[config.mk]
export PLATFORM = sky130hd
export DESIGN_NAME = alu_mult_serial_flat
export DESIGN_NICKNAME = d
export VERILOG_FILES = /design/src/rtl/alu_mult_pkg.sv /design/src/rtl/alu_mult_serial_if.sv /design/src/rtl/mult_seq.sv /design/src/rtl/alu_mult_serial.sv /design/src/flat_wrapper.sv
export SDC_FILE = /design/constraint.sdc
export NUM_CORES = 1
export LEC_CHECK = 0
export ABC_AREA = 1
export BUFFER_PORTS_ARGS = -buffer_cell sky130_fd_sc_hd__buf_2
export CORE_ASPECT_RATIO = 1.1
export CORE_UTILIZATION = 61
export CTS_CLUSTER_DIAMETER = 40
export DETAILED_ROUTE_END_ITERATION = 8
export GPL_TIMING_DRIVEN = 1
export PLACE_DENSITY_LB_ADDON = 0.08
export SLEW_MARGIN = 20
export SYNTH_ARGS = -nofsm -noshare
export SYNTH_HDL_FRONTEND = slang
export SYNTH_SLANG_ARGS = --single-unit
[constraint.sdc]
create_clock -name clk -period 4.38 [get_ports clk]
set_input_delay 0.657 -clock clk [delete_from_list [all_inputs] [get_ports clk]]
set_output_delay 0.657 -clock clk [all_outputs]
set_load 0.005 [all_outputs]
[src/rtl/alu_mult_pkg.sv]
// Shared definitions for the byte-serial ALU/multiplier: opcodes, command/flag
// bit positions and the controller state encoding.
package alu_mult_pkg;

    typedef enum logic [2:0] {
        OP_ADD  = 3'd0,
        OP_SUB  = 3'd1,
        OP_AND  = 3'd2,
        OP_OR   = 3'd3,
        OP_XOR  = 3'd4,
        OP_PASS = 3'd5,
        OP_SHR  = 3'd6,
        OP_SHL  = 3'd7
    } alu_op_e;

    // Command byte layout: [7] MUL, [6:4] reserved, [3] CI, [2:0] op
    localparam int CMD_MUL_BIT = 7;
    localparam int CMD_CI_BIT  = 3;
    localparam int CMD_OP_MSB  = 2;
    localparam int CMD_OP_LSB  = 0;

    // Flag byte layout: {4'b0, C, V, Z, N}
    localparam int FLAG_N = 0;
    localparam int FLAG_Z = 1;
    localparam int FLAG_V = 2;
    localparam int FLAG_C = 3;

    typedef enum logic [1:0] {
        ST_IDLE,
        ST_EXEC,
        ST_MUL,
        ST_OUT
    } state_e;

endpackage

[src/rtl/alu_mult_serial_if.sv]
// Byte bus between the pad side and the ALU/multiplier engine.
interface alu_mult_serial_if;

    logic [7:0] ABCmd_i;
    logic       LoadA_i;
    logic       LoadB_i;
    logic       LoadCmd_i;
    logic [7:0] ACC_o;
    logic       Valid_o;
    logic       Done_o;
    logic       Busy_o;

    modport master (
        output ABCmd_i, LoadA_i, LoadB_i, LoadCmd_i,
        input  ACC_o, Valid_o, Done_o, Busy_o
    );

    modport slave (
        input  ABCmd_i, LoadA_i, LoadB_i, LoadCmd_i,
        output ACC_o, Valid_o, Done_o, Busy_o
    );

endinterface

[src/rtl/mult_seq.sv]
// Radix-2 shift-add multiplier: the first partial product is folded into the
// start cycle, so done pulses exactly W cycles after start.
module mult_seq #(
    parameter int W = 16
) (
    input  logic           clk,
    input  logic           reset,
    input  logic           start,
    input  logic [W-1:0]   a,
    input  logic [W-1:0]   b,
    output logic           busy,
    output logic           done,
    output logic [2*W-1:0] p
);

    localparam int REM_W = $clog2(W);

    logic [W-1:0]     a_q;
    logic [2*W-1:0]   p_q;
    logic [REM_W-1:0] rem_q;
    logic             busy_q;
    logic             done_q;

    // Upper half accumulates, lower half holds the multiplier bits still to consume.
    function automatic logic [2*W-1:0] mul_step(input logic [2*W-1:0] acc,
                                                input logic [W-1:0]   m);
        logic [W:0] hi;
        hi = {1'b0, acc[2*W-1:W]} + (acc[0] ? {1'b0, m} : {(W+1){1'b0}});
        return {hi, acc[W-1:1]};
    endfunction

    // NOTE: every flop is written with <= so all registers see pre-edge values;
    // blocking assignments here would create order-dependent simulation results.
    always_ff @(posedge clk) begin
        if (!reset) begin
            a_q    <= '0;
            p_q    <= '0;
            rem_q  <= '0;
            busy_q <= 1'b0;
            done_q <= 1'b0;
        end else begin
            done_q <= 1'b0;
            if (start && !busy_q) begin
                a_q    <= a;
                p_q    <= mul_step({{W{1'b0}}, b}, a);
                rem_q  <= REM_W'(W - 1);
                busy_q <= 1'b1;
            end else if (busy_q) begin
                p_q   <= mul_step(p_q, a_q);
                rem_q <= rem_q - 1'b1;
                if (rem_q == REM_W'(1)) begin
                    busy_q <= 1'b0;
                    done_q <= 1'b1;
                end
            end
        end
    end

    assign busy = busy_q;
    assign done = done_q;
    assign p    = p_q;

endmodule

[src/rtl/alu_mult_serial.sv]
// W-bit ALU/multiplier behind an 8-bit byte bus: byte-serial operand load,
// single-cycle ALU or W-cycle multiply, byte-serial result stream.
module alu_mult_serial
    import alu_mult_pkg::*;
#(
    parameter int W = 16
) (
    input  logic             clk,
    input  logic             reset,
    alu_mult_serial_if.slave bus
);

    localparam int NB    = W / 8;
    localparam int CNT_W = $clog2(2 * NB + 1);
    localparam logic [CNT_W-1:0] LEN_ALU = CNT_W'(NB + 1);
    localparam logic [CNT_W-1:0] LEN_MUL = CNT_W'(2 * NB);

    state_e           state_q;
    logic [W-1:0]     ra_q;
    logic [W-1:0]     rb_q;
    logic [7:0]       cmd_q;
    logic [2*W-1:0]   res_q;
    logic [CNT_W-1:0] cnt_q;
    logic [CNT_W-1:0] len_q;
    logic [7:0]       acc_q;
    logic             valid_q;
    logic             done_q;
    logic             busy_q;
    logic             mul_start_q;

    logic             mul_done;
    logic [2*W-1:0]   mul_p;
    logic             unused_mul_busy;
    logic             unused_cmd_bits;

    mult_seq #(.W(W)) u_mult_seq (
        .clk   (clk),
        .reset (reset),
        .start (mul_start_q),
        .a     (ra_q),
        .b     (rb_q),
        .busy  (unused_mul_busy),
        .done  (mul_done),
        .p     (mul_p)
    );

    assign unused_cmd_bits = ^cmd_q[6:4];

    // ALU datapath, evaluated from the captured command in EXEC
    alu_op_e        alu_op;
    logic           alu_ci;
    logic [W-1:0]   b_op;
    logic [W:0]     sum;
    logic [W-1:0]   alu_r;
    logic           alu_c;
    logic           alu_v;
    logic [7:0]     flags;
    logic [2*W-1:0] alu_res;

    // NOTE: every always_comb output gets a default before the case, so no
    // path leaves a signal unassigned and no latch is inferred.
    always_comb begin
        alu_op  = alu_op_e'(cmd_q[CMD_OP_MSB:CMD_OP_LSB]);
        alu_ci  = cmd_q[CMD_CI_BIT];
        b_op    = (alu_op == OP_SUB) ? ~rb_q : rb_q;
        sum     = {1'b0, ra_q} + {1'b0, b_op} + {{W{1'b0}}, alu_ci};
        alu_r   = '0;
        alu_c   = 1'b0;
        alu_v   = 1'b0;
        unique case (alu_op)
            OP_ADD, OP_SUB: begin
                alu_r = sum[W-1:0];
                alu_c = sum[W];
                alu_v = (ra_q[W-1] == b_op[W-1]) && (alu_r[W-1] != ra_q[W-1]);
            end
            OP_AND:  alu_r = ra_q & rb_q;
            OP_OR:   alu_r = ra_q | rb_q;
            OP_XOR:  alu_r = ra_q ^ rb_q;
            OP_PASS: alu_r = ra_q;
            OP_SHR: begin
                alu_r = {alu_ci, ra_q[W-1:1]};
                alu_c = ra_q[0];
            end
            OP_SHL: begin
                alu_r = {ra_q[W-2:0], alu_ci};
                alu_c = ra_q[W-1];
            end
            default: ;
        endcase
        flags         = 8'h00;
        flags[FLAG_C] = alu_c;
        flags[FLAG_V] = alu_v;
        flags[FLAG_Z] = (alu_r == '0);
        flags[FLAG_N] = alu_r[W-1];
        alu_res         = '0;
        alu_res[W-1:0]  = alu_r;
        alu_res[W +: 8] = flags;
    end

    // Controller with registered bus outputs; the result register is shifted
    // down one byte per OUT cycle so ACC always takes the low byte.
    always_ff @(posedge clk) begin
        if (!reset) begin
            state_q     <= ST_IDLE;
            ra_q        <= '0;
            rb_q        <= '0;
            cmd_q       <= '0;
            res_q       <= '0;
            cnt_q       <= '0;
            len_q       <= '0;
            acc_q       <= '0;
            valid_q     <= 1'b0;
            done_q      <= 1'b0;
            busy_q      <= 1'b0;
            mul_start_q <= 1'b0;
        end else begin
            mul_start_q <= 1'b0;
            unique case (state_q)
                ST_IDLE: begin
                    if (bus.LoadCmd_i) begin
                        cmd_q  <= bus.ABCmd_i;
                        busy_q <= 1'b1;
                        cnt_q  <= '0;
                        if (bus.ABCmd_i[CMD_MUL_BIT]) begin
                            state_q     <= ST_MUL;
                            mul_start_q <= 1'b1;
                        end else begin
                            state_q <= ST_EXEC;
                        end
                    end else if (bus.LoadB_i) begin
                        rb_q <= {bus.ABCmd_i, rb_q[W-1:8]};
                    end else if (bus.LoadA_i) begin
                        ra_q <= {bus.ABCmd_i, ra_q[W-1:8]};
                    end
                end
                ST_EXEC: begin
                    res_q   <= alu_res;
                    len_q   <= LEN_ALU;
                    state_q <= ST_OUT;
                end
                ST_MUL: begin
                    if (mul_done) begin
                        res_q   <= mul_p;
                        len_q   <= LEN_MUL;
                        state_q <= ST_OUT;
                    end
                end
                ST_OUT: begin
                    if (cnt_q == len_q) begin
                        acc_q   <= '0;
                        valid_q <= 1'b0;
                        done_q  <= 1'b0;
                        busy_q  <= 1'b0;
                        cnt_q   <= '0;
                        state_q <= ST_IDLE;
                    end else begin
                        acc_q   <= res_q[7:0];
                        res_q   <= res_q >> 8;
                        valid_q <= 1'b1;
                        done_q  <= (cnt_q + 1'b1 == len_q);
                        cnt_q   <= cnt_q + 1'b1;
                    end
                end
                default: state_q <= ST_IDLE;
            endcase
        end
    end

    assign bus.ACC_o   = acc_q;
    assign bus.Valid_o = valid_q;
    assign bus.Done_o  = done_q;
    assign bus.Busy_o  = busy_q;

endmodule

[src/flat_wrapper.sv]
// flat-port wrapper written by rule: the top's interface ports become plain ports
module alu_mult_serial_flat import alu_mult_pkg::*;
#(
    parameter int W = 16
)
  (clk, reset, bus_ABCmd_i, bus_LoadA_i, bus_LoadB_i, bus_LoadCmd_i, bus_ACC_o, bus_Valid_o, bus_Done_o, bus_Busy_o);
  alu_mult_serial_if bus_i ();
  input  logic clk;
  input  logic reset;
  input wire logic [$bits(bus_i.ABCmd_i)-1:0] bus_ABCmd_i;
  input wire logic [$bits(bus_i.LoadA_i)-1:0] bus_LoadA_i;
  input wire logic [$bits(bus_i.LoadB_i)-1:0] bus_LoadB_i;
  input wire logic [$bits(bus_i.LoadCmd_i)-1:0] bus_LoadCmd_i;
  output wire logic [$bits(bus_i.ACC_o)-1:0] bus_ACC_o;
  output wire logic [$bits(bus_i.Valid_o)-1:0] bus_Valid_o;
  output wire logic [$bits(bus_i.Done_o)-1:0] bus_Done_o;
  output wire logic [$bits(bus_i.Busy_o)-1:0] bus_Busy_o;
  assign bus_i.ABCmd_i = bus_ABCmd_i;
  assign bus_i.LoadA_i = bus_LoadA_i;
  assign bus_i.LoadB_i = bus_LoadB_i;
  assign bus_i.LoadCmd_i = bus_LoadCmd_i;
  assign bus_ACC_o = bus_i.ACC_o;
  assign bus_Valid_o = bus_i.Valid_o;
  assign bus_Done_o = bus_i.Done_o;
  assign bus_Busy_o = bus_i.Busy_o;
  alu_mult_serial #(.W(W)) u_core (.clk(clk), .reset(reset), .bus(bus_i));
endmodule
==> flow_summary.json <==
{
  "cp_num_buf_inv": 3,
  "htreeDepth": 4,
  "clkTransAtPathRegs_ns": 0.06,
  "path_class": "register to register",
  "grt_setup_unrepaired": "no",
  "setup_viol": 0,
  "crit_chain": "inv_6 > nor2_8 > nand2_1 > buf_4 > xor2_1 > fa_1 > inv_1 > fa_1 > nand3b_1 > nand2_1 > nand2_1 > nand2_1 > nand2_1 > nand2_1 > nand2_1 > nand3_1 > nand2_1 > nor2_1 > nand4_1 > a21oi_1",
  "clock-sinks": 141,
  "coreArea_mm2": 0.0146,
  "drive_gt1_share_pct": 7.04,
  "grt_pass1_wl_mm": 44.3,
  "cp_max_fo": 16,
  "dr_wl_met3_mm": 1.89,
  "vias": 9158,
  "static-leakage-power_uw": 0.00455,
  "drc_errors": 0,
  "synth_top_area_share_pct": 30.8,
  "crit_arrival_ns": 3.78,
  "tightestPinTransition_ns": 1.06,
  "dp_hpwl_mm": 20.7,
  "min_path_type": "register to register",
  "clk_latency_ns": 0.43,
  "ys_seq_area_share_pct": 30.8,
  "grt_pass1_vias": 8277,
  "ir_drop_mv": 0.298,
  "antenna_found_initial": 0,
  "synth_top_cell_by_area": "dfxtp_1",
  "ctsLongestPathBuffers": 2,
  "powerDensity_mw_per_mm2": 536,
  "port-buffer-count": 23,
  "syn_nets": 1434,
  "avgSynthCellArea_um2": 6.80,
  "wl_met2_mm": 13.0,
  "hold_viol": 0,
  "min_period_over_period_pct": 77.9,
  "synth_edf_count": 0,
  "ys_async_sr_fraction_pct": 0,
  "antenna_left": 0,
  "cts.repair_timing.setup_buffer_count": 0,
  "maxSlewViolCount": 0,
  "cts_resized": 0,
  "m1WireLength_mm": 11.6,
  "routed_wl_mm": 28.3,
  "crit_family": "simple AND/OR/NAND/NOR gates",
  "worst_ep_required_time_ns": 4.75,
  "fmax_mhz": 293,
  "grt_max_degree": 46,
  "synth-seq-cells": 141,
  "die-area_mm2": 0.0155,
  "drt-pass1-iter-count": 6,
  "ctsHoldBuffers": 0,
  "layout_commonest_cell": "nand2_1",
  "synthFlopType": "dfxtp_1",
  "cts-root-buf": "clkbuf_16",
  "gp_congestion": 0.993,
  "antennaDiodeCount": 0,
  "track_usage_pct": 37.4,
  "fin_crit_ns": 3.41,
  "synthTopCellsByArea": "dfxtp_1 (31%), nand2_1 (13%), ha_1 (9.7%)",
  "grt_overflow": 0,
  "viasPerCell": 5.94,
  "clock_skew_ns": 0.00795,
  "synthDistinctLibCells": 53,
  "drt-initial-drc-count": 817,
  "mostFrequentLayoutCells": "nand2_1 (327), inv_1 (172), a21oi_1 (143)",
  "fill_cells": 1341,
  "cap_violations": 0,
  "final_cells": 1542,
  "tns_ns": 0,
  "nets": 1424,
  "cts_tree": "yes",
  "run_status": "finished clean",
  "io_pins": 24,
  "cp-end-kind": "register",
  "initial_core_util_pct": 62.9,
  "post-place-cells": 1510,
  "max_stage_delay_ns": 0.60,
  "highest_layer": "met4",
  "die_width_um": 119,
  "wl_per_cell_um": 18.4,
  "syn2layout_area_growth_pct": 7.95,
  "yosys_warnings": 0,
  "syn_inst": 1347,
  "cts_made_buffers": 17,
  "relSlewSlack_pct": 28.9,
  "total_power_uw": 5300,
  "die_h_um": 131,
  "num_rows": 46,
  "slowest_stage": "dfxtp_1",
  "crit_top_cell": "nand2_1",
  "synthesis.area_mm2": 0.00916,
  "cp-start-kind": "register"
}
[registers in the layout, indices dropped and copies added (netlist names)]
signal                   count
u_core.bus.Done_o            1
u_core.u_mult_seq.p         32
u_core.u_mult_seq.done       1
u_core.cnt_q                 3
u_core.mul_start_q           1
u_core.bus.Busy_o            1
u_core.u_mult_seq.a_q       16
u_core.u_mult_seq.busy       1
u_core.rb_q                 16
u_core.bus.Valid_o           1
u_core.ra_q                 16
u_core.bus.ACC_o             8
u_core.len_q                 2
u_core.res_q                32
u_core.state_q               2
u_core.u_mult_seq.rem_q      4
u_core.cmd_q                 4
[area by class of cell]
class	instances	area (um2)	area share, %
multi-input combinational	959	5320	53.8
sequential	141	2820	28.5
inverter	181	694	7.02
clock buffer	20	467	4.72
tap	192	240	2.43
timing repair buffer	37	220	2.23
clock inverter	12	130	1.32
[metrics by stage]
stage          area (um2)  utilization (%)  setup slack, ns  hold WS, ns
2_1_floorplan        9160                -             1.47        0.424
3_3_place_gp         9290             63.8             1.11        0.436
3_5_place_dp         9290             63.8            0.983        0.434
4_1_cts              9890             67.9            0.995        0.450
5_1_grt              9890             67.9            0.665        0.474
6_report             9890             67.9            0.967        0.451
[synth_stat cells, types with 5 or more instances]
library cell	number
nand2_1	327
inv_1	172
a21oi_1	143
dfxtp_1	141
o21ai_0	108
nor2_1	77
ha_1	71
nand3_1	67
clkbuf_1	40
xor2_1	18
a31oi_1	17
nand4_1	17
a221oi_1	13
a41oi_1	13
buf_2	13
o221ai_1	11
nor3_1	8
a211oi_1	7
buf_6	7
o22ai_1	7
o21ai_1	6
nand3b_1	5
xnor2_1	5
[cell families after synthesis]
logic type               Yosys count  share of synthesized area (%)
XOR/XNOR                          23                           2.20
adder cells (fa/ha/maj)           74                           10.4
flip-flops                       141                           30.8
AO/OA/AOI/OAI                    344                           21.5
buffers and inverters            247                           11.3
AND/OR/NAND/NOR                  518                           23.9
[metal layers]
layer / vias to the layer above / track usage [%]
li1: 4460 / -
met1: 4230 / 44.8
met2: 353 / 62.9
met3: 115 / 5.86
met4: 0 / 24.6
met5: - / 0
[report_power, final]
group	internal (uW)	leakage, uW	switching [uW]	total (uW)
clock network	840	0.000283	622	1460
logic	636	0.00312	1390	2030
registers	1550	0.00115	253	1810
[worst paths after layout]
| path | start | endpoint | slack [ns] | cells past startpoint |
|---|---|---|---|---|
| setup / recovery | u_core.cmd_q[0] | u_core.res_q[17] | 0.97 | 20 |
| hold / removal | u_core.res_q[23] | u_core.res_q[23] | 0.45 | 2 |
| setup reg to reg | u_core.cmd_q[0] | u_core.res_q[17] | 0.97 | 20 |
| hold reg to reg | u_core.res_q[23] | u_core.res_q[23] | 0.45 | 2 |
[worst register-to-register path: cells and delay by family, from the launching register on]
family,cells,cell delay [ns]
and+or+nand+nor,13,1.32
adders and majority gates,2,0.70
DFF,1,0.60
buffers and inverters,3,0.42
xor gates and xnor gates,1,0.19
AOI/OAI and AO/OA,1,0.12
Note: power is estimated with default switching activity, not from simulation.
